===== src/rtl/riscv_pkg.sv =====
// RV32I integer-ALU definitions shared by the issue decode and its buffer.
package riscv_pkg;

  typedef logic [31:0] data_t;

  typedef enum logic [3:0] {
    ALU_ADD, ALU_SUB, ALU_SLL, ALU_SLT, ALU_SLTU, ALU_XOR,
    ALU_SRL, ALU_SRA, ALU_OR, ALU_AND, ALU_OP2, ALU_XXX
  } alu_t;

  localparam logic [6:0] OPCODE_OP     = 7'b0110011;
  localparam logic [6:0] OPCODE_OP_IMM = 7'b0010011;
  localparam logic [6:0] OPCODE_LUI    = 7'b0110111;
  localparam logic [6:0] OPCODE_AUIPC  = 7'b0010111;

  localparam logic [2:0] F3_ADD  = 3'b000;
  localparam logic [2:0] F3_SLL  = 3'b001;
  localparam logic [2:0] F3_SLT  = 3'b010;
  localparam logic [2:0] F3_SLTU = 3'b011;
  localparam logic [2:0] F3_XOR  = 3'b100;
  localparam logic [2:0] F3_SRL  = 3'b101;
  localparam logic [2:0] F3_OR   = 3'b110;
  localparam logic [2:0] F3_AND  = 3'b111;

  localparam logic [6:0] F7_BASE = 7'b0000000;
  localparam logic [6:0] F7_ALT  = 7'b0100000;

  typedef struct packed {
    alu_t       opcode;
    data_t      op1;
    data_t      op2;
    logic [4:0] rd;
    logic       rd_we;
    logic       illegal;
  } alu_req_t;

  // Base operation for a funct3 value; SUB/SRA are selected by funct7.
  function automatic alu_t funct3_to_alu(input logic [2:0] f3);
    alu_t op;
    case (f3)
      F3_ADD:  op = ALU_ADD;
      F3_SLL:  op = ALU_SLL;
      F3_SLT:  op = ALU_SLT;
      F3_SLTU: op = ALU_SLTU;
      F3_XOR:  op = ALU_XOR;
      F3_SRL:  op = ALU_SRL;
      F3_OR:   op = ALU_OR;
      default: op = ALU_AND;
    endcase
    return op;
  endfunction

endpackage


===== src/rtl/skid_buffer.sv =====
// Valid/ready pipeline buffer: two-entry skid with registered ready, or a single register.
module skid_buffer #(
  parameter type T    = logic [7:0],
  parameter int  SKID = 1
) (
  input  logic clk,
  input  logic reset,
  input  logic flush,
  input  logic i_valid,
  output logic o_ready,
  input  T     i_data,
  output logic o_valid,
  input  logic i_ready,
  output T     o_data
);

  generate
    if (SKID != 0) begin : g_skid
      logic r_out_valid;
      logic r_skid_valid;
      logic r_ready;
      T     r_out_data;
      T     r_skid_data;
      logic w_in_fire;
      logic w_load_out;
      logic w_out_valid_next;
      logic w_skid_valid_next;

      assign w_in_fire  = i_valid && r_ready;
      assign w_load_out = !r_out_valid || i_ready;

      // The skid entry only fills while the output entry is stalled, so
      // r_ready being high guarantees it is empty when w_in_fire is set.
      always_comb begin
        w_out_valid_next  = r_out_valid;
        w_skid_valid_next = r_skid_valid;
        if (w_load_out) begin
          w_out_valid_next  = r_skid_valid || w_in_fire;
          w_skid_valid_next = 1'b0;
        end else if (w_in_fire) begin
          w_skid_valid_next = 1'b1;
        end
      end

      always_ff @(posedge clk) begin
        if (reset || flush) begin
          r_out_valid  <= 1'b0;
          r_skid_valid <= 1'b0;
          r_ready      <= 1'b1;
        end else begin
          r_out_valid  <= w_out_valid_next;
          r_skid_valid <= w_skid_valid_next;
          r_ready      <= !w_skid_valid_next;
        end
      end

      always_ff @(posedge clk) begin
        if (w_load_out) begin
          r_out_data <= r_skid_valid ? r_skid_data : i_data;
        end
        if (w_in_fire && !w_load_out) begin
          r_skid_data <= i_data;
        end
      end

      assign o_ready = r_ready;
      assign o_valid = r_out_valid;
      assign o_data  = r_out_data;
    end else begin : g_reg
      logic r_valid;
      T     r_data;
      logic w_ready;

      assign w_ready = !r_valid || i_ready;

      always_ff @(posedge clk) begin
        if (reset || flush) begin
          r_valid <= 1'b0;
        end else if (w_ready) begin
          r_valid <= i_valid;
        end
      end

      always_ff @(posedge clk) begin
        if (w_ready && i_valid) begin
          r_data <= i_data;
        end
      end

      assign o_ready = w_ready;
      assign o_valid = r_valid;
      assign o_data  = r_data;
    end
  endgenerate

endmodule


===== src/rtl/alu_issue.sv =====
// RV32I integer-ALU issue stage: combinational decode feeding a valid/ready buffer.
module alu_issue
  import riscv_pkg::*;
#(
  parameter int SKID = 1
) (
  input  logic        clk,
  input  logic        reset,
  input  logic        flush,
  input  logic        inst_valid,
  output logic        inst_ready,
  input  logic [31:0] inst,
  input  data_t       pc,
  input  data_t       rs1_data,
  input  data_t       rs2_data,
  output logic        alu_valid,
  input  logic        alu_ready,
  output alu_t        alu_opcode,
  output data_t       alu_op1,
  output data_t       alu_op2,
  output logic [4:0]  rd,
  output logic        rd_we,
  output logic        illegal
);

  logic [6:0] w_opc;
  logic [2:0] w_f3;
  logic [6:0] w_f7;
  data_t      w_imm_u;
  alu_req_t   w_req;
  alu_req_t   w_out;
  logic       w_unused_rs1_idx;

  assign w_opc   = inst[6:0];
  assign w_f3    = inst[14:12];
  assign w_f7    = inst[31:25];
  assign w_imm_u = {inst[31:12], 12'b0};

  // Source register indices are resolved upstream; only their data arrives here.
  assign w_unused_rs1_idx = ^inst[19:15];

  always_comb begin
    w_req.opcode  = ALU_XXX;
    w_req.op1     = rs1_data;
    w_req.op2     = rs2_data;
    w_req.rd      = inst[11:7];
    w_req.rd_we   = 1'b0;
    w_req.illegal = 1'b1;
    case (w_opc)
      OPCODE_OP: begin
        w_req.opcode  = funct3_to_alu(w_f3);
        w_req.illegal = 1'b0;
        if (w_f7 == F7_ALT && w_f3 == F3_ADD) begin
          w_req.opcode = ALU_SUB;
        end else if (w_f7 == F7_ALT && w_f3 == F3_SRL) begin
          w_req.opcode = ALU_SRA;
        end else if (w_f7 != F7_BASE) begin
          w_req.illegal = 1'b1;
        end
      end
      OPCODE_OP_IMM: begin
        w_req.opcode  = funct3_to_alu(w_f3);
        w_req.op2     = {{20{inst[31]}}, inst[31:20]};
        w_req.illegal = 1'b0;
        // Shift immediates carry a shamt plus a funct7 qualifier instead of imm[11:5].
        if (w_f3 == F3_SLL || w_f3 == F3_SRL) begin
          w_req.op2 = {27'b0, inst[24:20]};
          if (w_f3 == F3_SRL && w_f7 == F7_ALT) begin
            w_req.opcode = ALU_SRA;
          end else if (w_f7 != F7_BASE) begin
            w_req.illegal = 1'b1;
          end
        end
      end
      OPCODE_LUI: begin
        w_req.opcode  = ALU_OP2;
        w_req.op1     = '0;
        w_req.op2     = w_imm_u;
        w_req.illegal = 1'b0;
      end
      OPCODE_AUIPC: begin
        w_req.opcode  = ALU_ADD;
        w_req.op1     = pc;
        w_req.op2     = w_imm_u;
        w_req.illegal = 1'b0;
      end
      default: ;
    endcase
    if (w_req.illegal) begin
      w_req.opcode = ALU_XXX;
    end
    w_req.rd_we = !w_req.illegal && (w_req.rd != 5'd0);
  end

  skid_buffer #(
    .T    (alu_req_t),
    .SKID (SKID)
  ) u_buf (
    .clk     (clk),
    .reset   (reset),
    .flush   (flush),
    .i_valid (inst_valid),
    .o_ready (inst_ready),
    .i_data  (w_req),
    .o_valid (alu_valid),
    .i_ready (alu_ready),
    .o_data  (w_out)
  );

  assign alu_opcode = w_out.opcode;
  assign alu_op1    = w_out.op1;
  assign alu_op2    = w_out.op2;
  assign rd         = w_out.rd;
  assign rd_we      = alu_valid && w_out.rd_we;
  assign illegal    = alu_valid && w_out.illegal;

endmodule


===== config.mk =====
export PLATFORM = sky130hd
export DESIGN_NAME = alu_issue
export DESIGN_NICKNAME = d
export VERILOG_FILES = /design/src/rtl/riscv_pkg.sv /design/src/rtl/skid_buffer.sv /design/src/rtl/alu_issue.sv
export SDC_FILE = /design/constraint.sdc
export NUM_CORES = 1
export LEC_CHECK = 0
export CAP_MARGIN = 20
export CELL_PAD_IN_SITES_DETAIL_PLACEMENT = 1
export CELL_PAD_IN_SITES_GLOBAL_PLACEMENT = 2
export CORE_ASPECT_RATIO = 1.2
export CORE_MARGIN = 1
export CORE_UTILIZATION = 24
export CTS_CLUSTER_DIAMETER = 60
export DETAILED_ROUTE_END_ITERATION = 10
export GPL_ROUTABILITY_DRIVEN = 0
export PLACE_DENSITY_LB_ADDON = 0.1
export SETUP_SLACK_MARGIN = 0.05
export SYNTH_ARGS = -nofsm -noshare
export SYNTH_HDL_FRONTEND = slang
export SYNTH_SLANG_ARGS = --single-unit
export TNS_END_PERCENT = 10

===== constraint.sdc =====
create_clock -name clk -period 7.2 [get_ports clk]
set_input_delay 1.08 -clock clk [delete_from_list [all_inputs] [get_ports clk]]
set_output_delay 1.08 -clock clk [all_outputs]
set_load 0.01 [all_outputs]

## After elaboration in Yosys (flattened, before gate mapping)

Cells that the tools add are included.

| word-level totals | value |
|---|---|
| bits in registers | 153 |
| input bits | 133 |
| output and inout port bits | 77 |
| logic and storage cells | 62 |

| operators by class | value |
|---|---|
| equality and inequality tests | 11 |
| mux-type cells | 17 |
| reductions and logical operators | 19 |

Operator list:

| kind | number |
|---|---|
| case mux 32 bit (2 select lines) | 2 |
| two-way mux 75 bit | 1 |
| two-way mux 32 bit | 1 |
| case mux 4 bit (7 select lines) | 1 |
| equality test 7 x 6 -> 1 bit (second input constant) | 3 |
| two-way mux 4 bit | 4 |
| case mux 4 bit (4 select lines) | 1 |
| equality test 7 x 5 -> 1 bit (second input constant) | 2 |
| equality test 3 bit (second input constant) | 3 |
| logical AND 1 bit | 7 |
| nonzero test 7 bit | 1 |
| equality test 3 x 2 -> 1 bit (second input constant) | 2 |
| two-way mux 1 bit | 6 |
| nonzero test 5 bit | 1 |
| logical NOT 1 bit | 4 |
| logical OR 1 bit | 4 |
| equality test 3 x 1 -> 1 bit (second input constant) | 1 |
| logical NOT 3 bit | 1 |
| case mux 1 bit (3 select lines) | 1 |
| OR reduction 2 bit | 1 |

## Depth between registers and ports, before layout

Gate-level depths: netlist of run 1.

| depth | value |
|---|---|
| word-level depth | 8 |
| gate-level depth with buffers | 8 |
| depth with buffers taken out | 4 |

## Hierarchy

From an unflattened synthesis of run 1, not the netlist that was laid out.

| unflattened totals | value |
|---|---|
| cell total of the unflattened synthesis | 452 |
| area total of the unflattened synthesis | 6852.8 sq um |

By module, submodules not included:

| module | times used | cells an instance | area an instance (sq um) | sequential area each (sq um) |
|---|---|---|---|---|
| skid_buffer | 1 | 243 | 5710.5 | 4564.4 |
| alu_issue | 1 | 209 | 1142.3 | 0.0 |

## Worst setup path before layout of run 1

No wires, ideal clock.

| path | value |
|---|---|
| path kind | input to register |
| start point | input alu_ready |
| end point | register u_buf.g_skid.r_skid_data[0] (netlist name), enable pin |
| setup time | 0.509 ns |
| data arrival time | 6.251 ns |
| required time | 6.691 ns |
| path slack | 0.440 ns |
| stages on the path | 2 |
| path buffers | 0 |
| path through | nand2b_1 > nor2_1 |

| on the way | value |
|---|---|
| word-level cells in the longest chain between the ends | 3 |

Ends and longest elaborated chain:

| item | RTL line | RTL |
|---|---|---|
| start: declaration | alu_issue.sv:17 | `input logic alu_ready,` |
| logical OR 1 bit | skid_buffer.sv:30 | `assign w_load_out = !r_out_valid \|\| i_ready;` |
| logical NOT 1 bit | skid_buffer.sv:61 | `if (w_in_fire && !w_load_out) begin` |
| logical AND 1 bit | skid_buffer.sv:61 |  |
| end signal: assignment | skid_buffer.sv:62 | `r_skid_data <= i_data;` |
| end: declaration | skid_buffer.sv:23 | `T r_skid_data;` |

Every way passes these cells.
A chain may end at the register's enable or synchronous reset.

==> results of run 1 <==
registers in the layout, summed over array words and instances, names as in the netlist:
signal and count:
u_buf.g_skid.r_skid_data 75, u_buf.g_skid.r_skid_valid 1, u_buf.o_data 75, u_buf.o_ready 1, u_buf.o_valid 1
worst paths after layout:
path / startpoint / end / slack (ns) / depth (start not counted)
worst min-delay path: u_buf.g_skid.r_skid_data[1] / u_buf.o_data[1] / 0.54 / 2
worst min register to register: u_buf.g_skid.r_skid_data[1] / u_buf.o_data[1] / 0.54 / 2
worst max-delay path: inst[0] / u_buf.o_data[61] / 3.25 / 7
worst max register to register: u_buf.g_skid.r_skid_valid / u_buf.o_data[74] / 4.83 / 4
through the flow:
| step | hold slack [ns] | util | setup WS, ns |
|---|---|---|---|
| after floorplan | 0.495 | - | 0.440 |
| after global placement | 0.519 | 0.308 | 2.58 |
| after detailed placement | 0.531 | 0.309 | 2.47 |
| after CTS | 0.543 | 0.329 | 2.93 |
| after global routing | 0.551 | 0.330 | 3.12 |
| final | 0.538 | 0.330 | 3.25 |
metal layers:
layer	vias to the layer above	global-route usage
met1	2304	0.161
met5	-	0
met4	0	0.0395
met3	12	0.0391
met2	148	0.222
li1	2157	-
cell families (layout without fill, tap and decap cells):
logic type | after synthesis | after routing | share of synthesized area
buffers and inverters | 109 | 254 | 0.0970
DFF | 153 | 153 | 0.611
and+or+nand+nor | 98 | 98 | 0.0747
AOI/OAI and AO/OA | 75 | 75 | 0.0921
muxes | 83 | 83 | 0.125
cell type report:
cell class	count	area share
clock inverters	15	0.0195
well taps	396	0.0491
clock buffers	17	0.0422
repair buffers	218	0.217
multi-input cells	256	0.218
inverters	4	0.00161
flip-flops and latches	153	0.453
power by group through the flow:
stage	Combinational [mW]	Clock, mW	Sequential [mW]
final	0.249	0.927	1.03
after global routing	0.267	0.990	1.03
after CTS	0.253	0.960	1.03
after detailed placement	0.251	0	1.05
after global placement	0.248	0	1.05
after floorplan	0.129	0	1.04
cell usage after synthesis (all sizes together) (2+ instances only):
library cell | number | share of area
nor2b | 34 | 0.028
clkbuf | 19 | 0.0095
o31ai | 2 | 0.0020
and2 | 8 | 0.0067
a22oi | 14 | 0.014
o211ai | 3 | 0.0030
nand2b | 3 | 0.0025
nor2 | 6 | 0.0030
or3b | 5 | 0.0059
mux2 | 82 | 0.12
buf | 86 | 0.085
o2bb2ai | 5 | 0.0059
edfxtp | 150 | 0.60
a22o | 6 | 0.0070
nand2 | 31 | 0.016
a32oi | 5 | 0.0059
a21oi | 3 | 0.0035
o22a | 2 | 0.0023
a2bb2oi | 19 | 0.031
a41oi | 5 | 0.0059
a211oi | 2 | 0.0020
dfxtp | 3 | 0.0080
inv | 3 | 0.0015
nor4 | 4 | 0.0054
worst reg2reg max path, cell delays in order (launching register included):
cell and delay (ns):
dfxtp_1 0.57, clkinv_2 0.11, buf_4 0.80, o311ai_0 0.38, o22a_1 0.26
==> results.toml, run 1 <==
[pwr]
seqPwrFrac = 0.467
p_sw_mw = 0.559
intPower_mw = 1.64
cellPowerDensity_nw_per_um2 = 218
leakage_nw = 3.47
peakVddDrop_v = 0.000139
comb_power_share = 0.113
power_frac_clock = 0.421
switching_share = 0.254
total_power_mw = 2.20

[cts]
clk_path_buf_depth = 2
htree_levels = 4
cts_sinks = 153
cts_setup_buffers = 0
cts_inserted_buffers = 17
cts_tree = "built"
clkTransAtPathRegs_ns = 0.07
postCtsHoldBufs = 0
ctsResizeCount = 0
insertion_delay_ns = 0.43
cts_root_buffer = "clkbuf_16"

[setup_path]
path_delay_family = "buffers and inverters"
crit_chain = "clkdlybuf4s50_1, nor4bb_1, clkbuf_2, and3_2, buf_4, mux2_1, mux2_2"
worst-path-max-fanout = 26
crit_required_ns = 7.37
critPathCaptureType = "flop"
crit_arrival_ns = 4.12
slowest_stage = "nor4bb_1"
path_class = "in -> reg"
max_stage_delay_ns = 0.58
cp.buffers_inverters = 3
critPathLaunchType = "input port"

[layout]
postLayoutCellArea_sq_um = 10100
final_cell_mix = "208 x clkdlybuf4s50_1, 150 x edfxtp_1, 57 x mux2_2"
final-instance-count-excl-fill = 1059
final_nets = 783
regArea_sq_um = 4560
drive_above_1_share = 0.184
syn2layout_area_growth_pct = 35.0
layout_commonest_cell = "clkdlybuf4s50_1"
n_fill_cell = 3167
antenna_cells = 0
multiInputGateArea_sq_um = 2200

[logic_synthesis]
ys_ff_latch = 153
synthDistinctLibCells = 49
synth-edff-count = 150
synth_area_sq_um = 7470
yosysWarnings = 0
synth_nets = 651
synth_ff_type = "edfxtp_1"
syn_inst = 518
async_flop_share = 0
avgSynthCellArea_sq_um = 14.4
yosysSeqAreaShare = 0.611

[global_route]
grt-ovfl-total = 0
grt_util_all_layers = 0.132
grt_pass1_wl_um = 31100
grt_max_degree = 71
grt_pass1_vias = 5108
antenna_found_initial = 0

[route]
vias = 4621
wl_met2_um = 9870
wl_met3_um = 1280
top_layer_used = "met4"
viasPerCell = 4.36
first_iter_violations = 188
m1WireLength_um = 9240
wl_per_cell_um = 19.5
first_pass_iters = 4
drc = 0
antenna_left = 0
wl_um = 20600

[timing]
finalCritPeriodShare = 0.549
hold_viol_final = 0
max_freq_ghz = 0.253
tns_ns = 0
slew_headroom = 0.312
rsz0062_at_grt = "false"
drv_slew = 0
finalClockSkew_ns = 0.0160
period_needed_ns = 3.95
worstMarginPinSlew_ns = 1.03
finalSetupViolations = 0

[outcome]
status = "complete, no violations"

[placement]
dp_hpwl_um = 13600
dpl.cell_count = 1025
io_buffers = 209
placed_area_sq_um = 9430

[floorplanning]
core_sq_um = 30600
die-height_um = 195
dieArea_sq_um = 31800
dieWidth_um = 163
initial_core_util = 0.244
ioPinCount = 210
rows = 70

[worst_hold_path]
min_path_type = "reg -> reg"

[flow_run]
maxCapViolations = 0
(Power assumes the default switching activity.)
==> run 2: changes to the inputs <==
clock period = 3.5 ns   (was 7.2 ns; I/O delays follow)
==> run 2 against run 1 <==
- clock-buffer cell count increased by 1
- routed wire length decreased by 1.5%
- critical path type unchanged
- critical path depth unchanged
- combinational power increased by 110%
- clock skew decreased by 0.0081 ns
- hold slack got worse by 0.0034 ns
- register-to-register slack got worse by 3.2 ns
- utilization increased by 0.078 points
- via count increased by 0.50%
==> results.toml, run 2 (synthesized netlist as in run 1, its figures left out) <==
[layout]
syn2layout_area_growth_pct = 35.4
layout_commonest_cell = "clkdlybuf4s50_1"
final-instance-count-excl-fill = 1066
final_nets = 791
drive_above_1_share = 0.190
final_cell_mix = "208 x clkdlybuf4s50_1, 150 x edfxtp_1, 57 x mux2_2"
postLayoutCellArea_sq_um = 10100

[setup_path]
r2r-end = "u_buf.g_skid.r_skid_data[21]"
crit_arrival_ns = 2.67
critPathLaunchType = "input port"
critPathCaptureType = "flop"
r2r_slack_ns = 1.60
path_class = "in -> reg"
worst-path-max-fanout = 46
rr_worst_depth = 3
crit_required_ns = 3.67
r2r_start = "u_buf.o_valid"

[global_route]
met1_usage = 0.153
grt_util_all_layers = 0.130
use_met3 = 0.0401
grt_pass1_vias = 5156
grt-ovfl-total = 0
grt_pass1_wl_um = 30500
met2_usage = 0.222
antenna_found_initial = 2
grt_max_degree = 50
top_usage_layer = "met2"

[floorplanning]
rows = 70
initial_core_util = 0.244
ioPinCount = 210
core_sq_um = 30600
dieWidth_um = 163
dieArea_sq_um = 31800
die-height_um = 195

[placement]
dp_hpwl_um = 14000
placed_area_sq_um = 9520
io_buffers = 209
dpl.cell_count = 1035

[worst_hold_path]
min_path_type = "reg -> reg"
holdCritStartpoint = "u_buf.g_skid.r_skid_data[73]"
min_to = "u_buf.o_data[73]"
hold_depth = 2

[cts]
cts_inserted_buffers = 17
cts_root_buffer = "clkbuf_16"
cts_sinks = 153
ctsResizeCount = 0
clkTransAtPathRegs_ns = 0.06
htree_levels = 4
clk_path_buf_depth = 2
postCtsHoldBufs = 0
cts_setup_buffers = 0
insertion_delay_ns = 0.42
cts_tree = "built"

[pwr]
peakVddDrop_v = 0.000260
leakage_nw = 3.48
cellPowerDensity_nw_per_um2 = 443

[timing]
finalCritPeriodShare = 0.716
period_needed_ns = 2.51
rsz0062_at_grt = "false"
finalSetupViolations = 0
hold_viol_final = 0
slew_headroom = 0.508
finalClockSkew_ns = 0.00789
tns_ns = 0
drv_slew = 0
worstMarginPinSlew_ns = 0.737
max_freq_ghz = 0.399

[route]
drc = 0
viasPerCell = 4.36
wl_um = 20300
wl_per_cell_um = 19.1
antenna_left = 0
vias = 4644
first_pass_iters = 6
first_iter_violations = 152

[outcome]
status = "complete, no violations"

[flow_run]
maxCapViolations = 0
run 2: area by class of cell:
| class | count | area, sq um |
|---|---|---|
| Antenna cell | 1 | 2.50 |
| Inverter | 4 | 16.3 |
| Timing Repair Buffer | 226 | 2250 |
| Tap cell | 396 | 495 |
| Clock buffer | 18 | 429 |
| Sequential cell | 153 | 4560 |
| Fill cell | 3195 | 20500 |
| Clock inverter | 12 | 154 |
| Multi-Input combinational cell | 256 | 2200 |
run 2: worst max-delay path by stage:
stage          startpoint                     endpoint  slack (ns)  cells after the start
6_report          inst[3]             u_buf.o_data[70]        0.99                      7
5_1_grt           inst[6]             u_buf.o_data[70]        0.84                      7
4_1_cts           inst[6]             u_buf.o_data[70]        0.98                      7
3_5_place_dp      inst[6]             u_buf.o_data[70]        0.54                      7
3_3_place_gp      inst[6]             u_buf.o_data[70]        0.57                      7
2_1_floorplan   alu_ready  u_buf.g_skid.r_skid_data[0]        0.23                      2
run 2: where the power goes:
part           switching (mW)  internal (mW)  leakage, nW
clock                   0.736           1.11        0.278
combinational           0.201          0.313         1.71
sequential             0.0212           2.09         1.49
total                   0.958           3.52         3.48
run 2: per-layer routing:
layer,vias up,share of wire
met5,-,0.00059
met4,2,0.015
met3,17,0.064
met2,150,0.49
met1,2316,0.43
li1,2159,-
run 2: worst max-delay path: stages:
cell and delay (ns):
clkdlybuf4s50_1 0.46, nor4bb_1 0.28, buf_4 0.20, and3_2 0.21, buf_12 0.28, mux2_1 0.41
mux2_2 0.27
run 2: stage by stage:
stage | util | hold WS (ns) | power, mW | worst slack, ns
2_1_floorplan | - | 0.495 | 2.41 | 0.232
3_3_place_gp | 0.312 | 0.507 | 2.67 | 0.565
3_5_place_dp | 0.312 | 0.525 | 2.67 | 0.535
4_1_cts | 0.331 | 0.540 | 4.56 | 0.985
5_1_grt | 0.331 | 0.559 | 4.65 | 0.837
6_report | 0.331 | 0.534 | 4.48 | 0.993
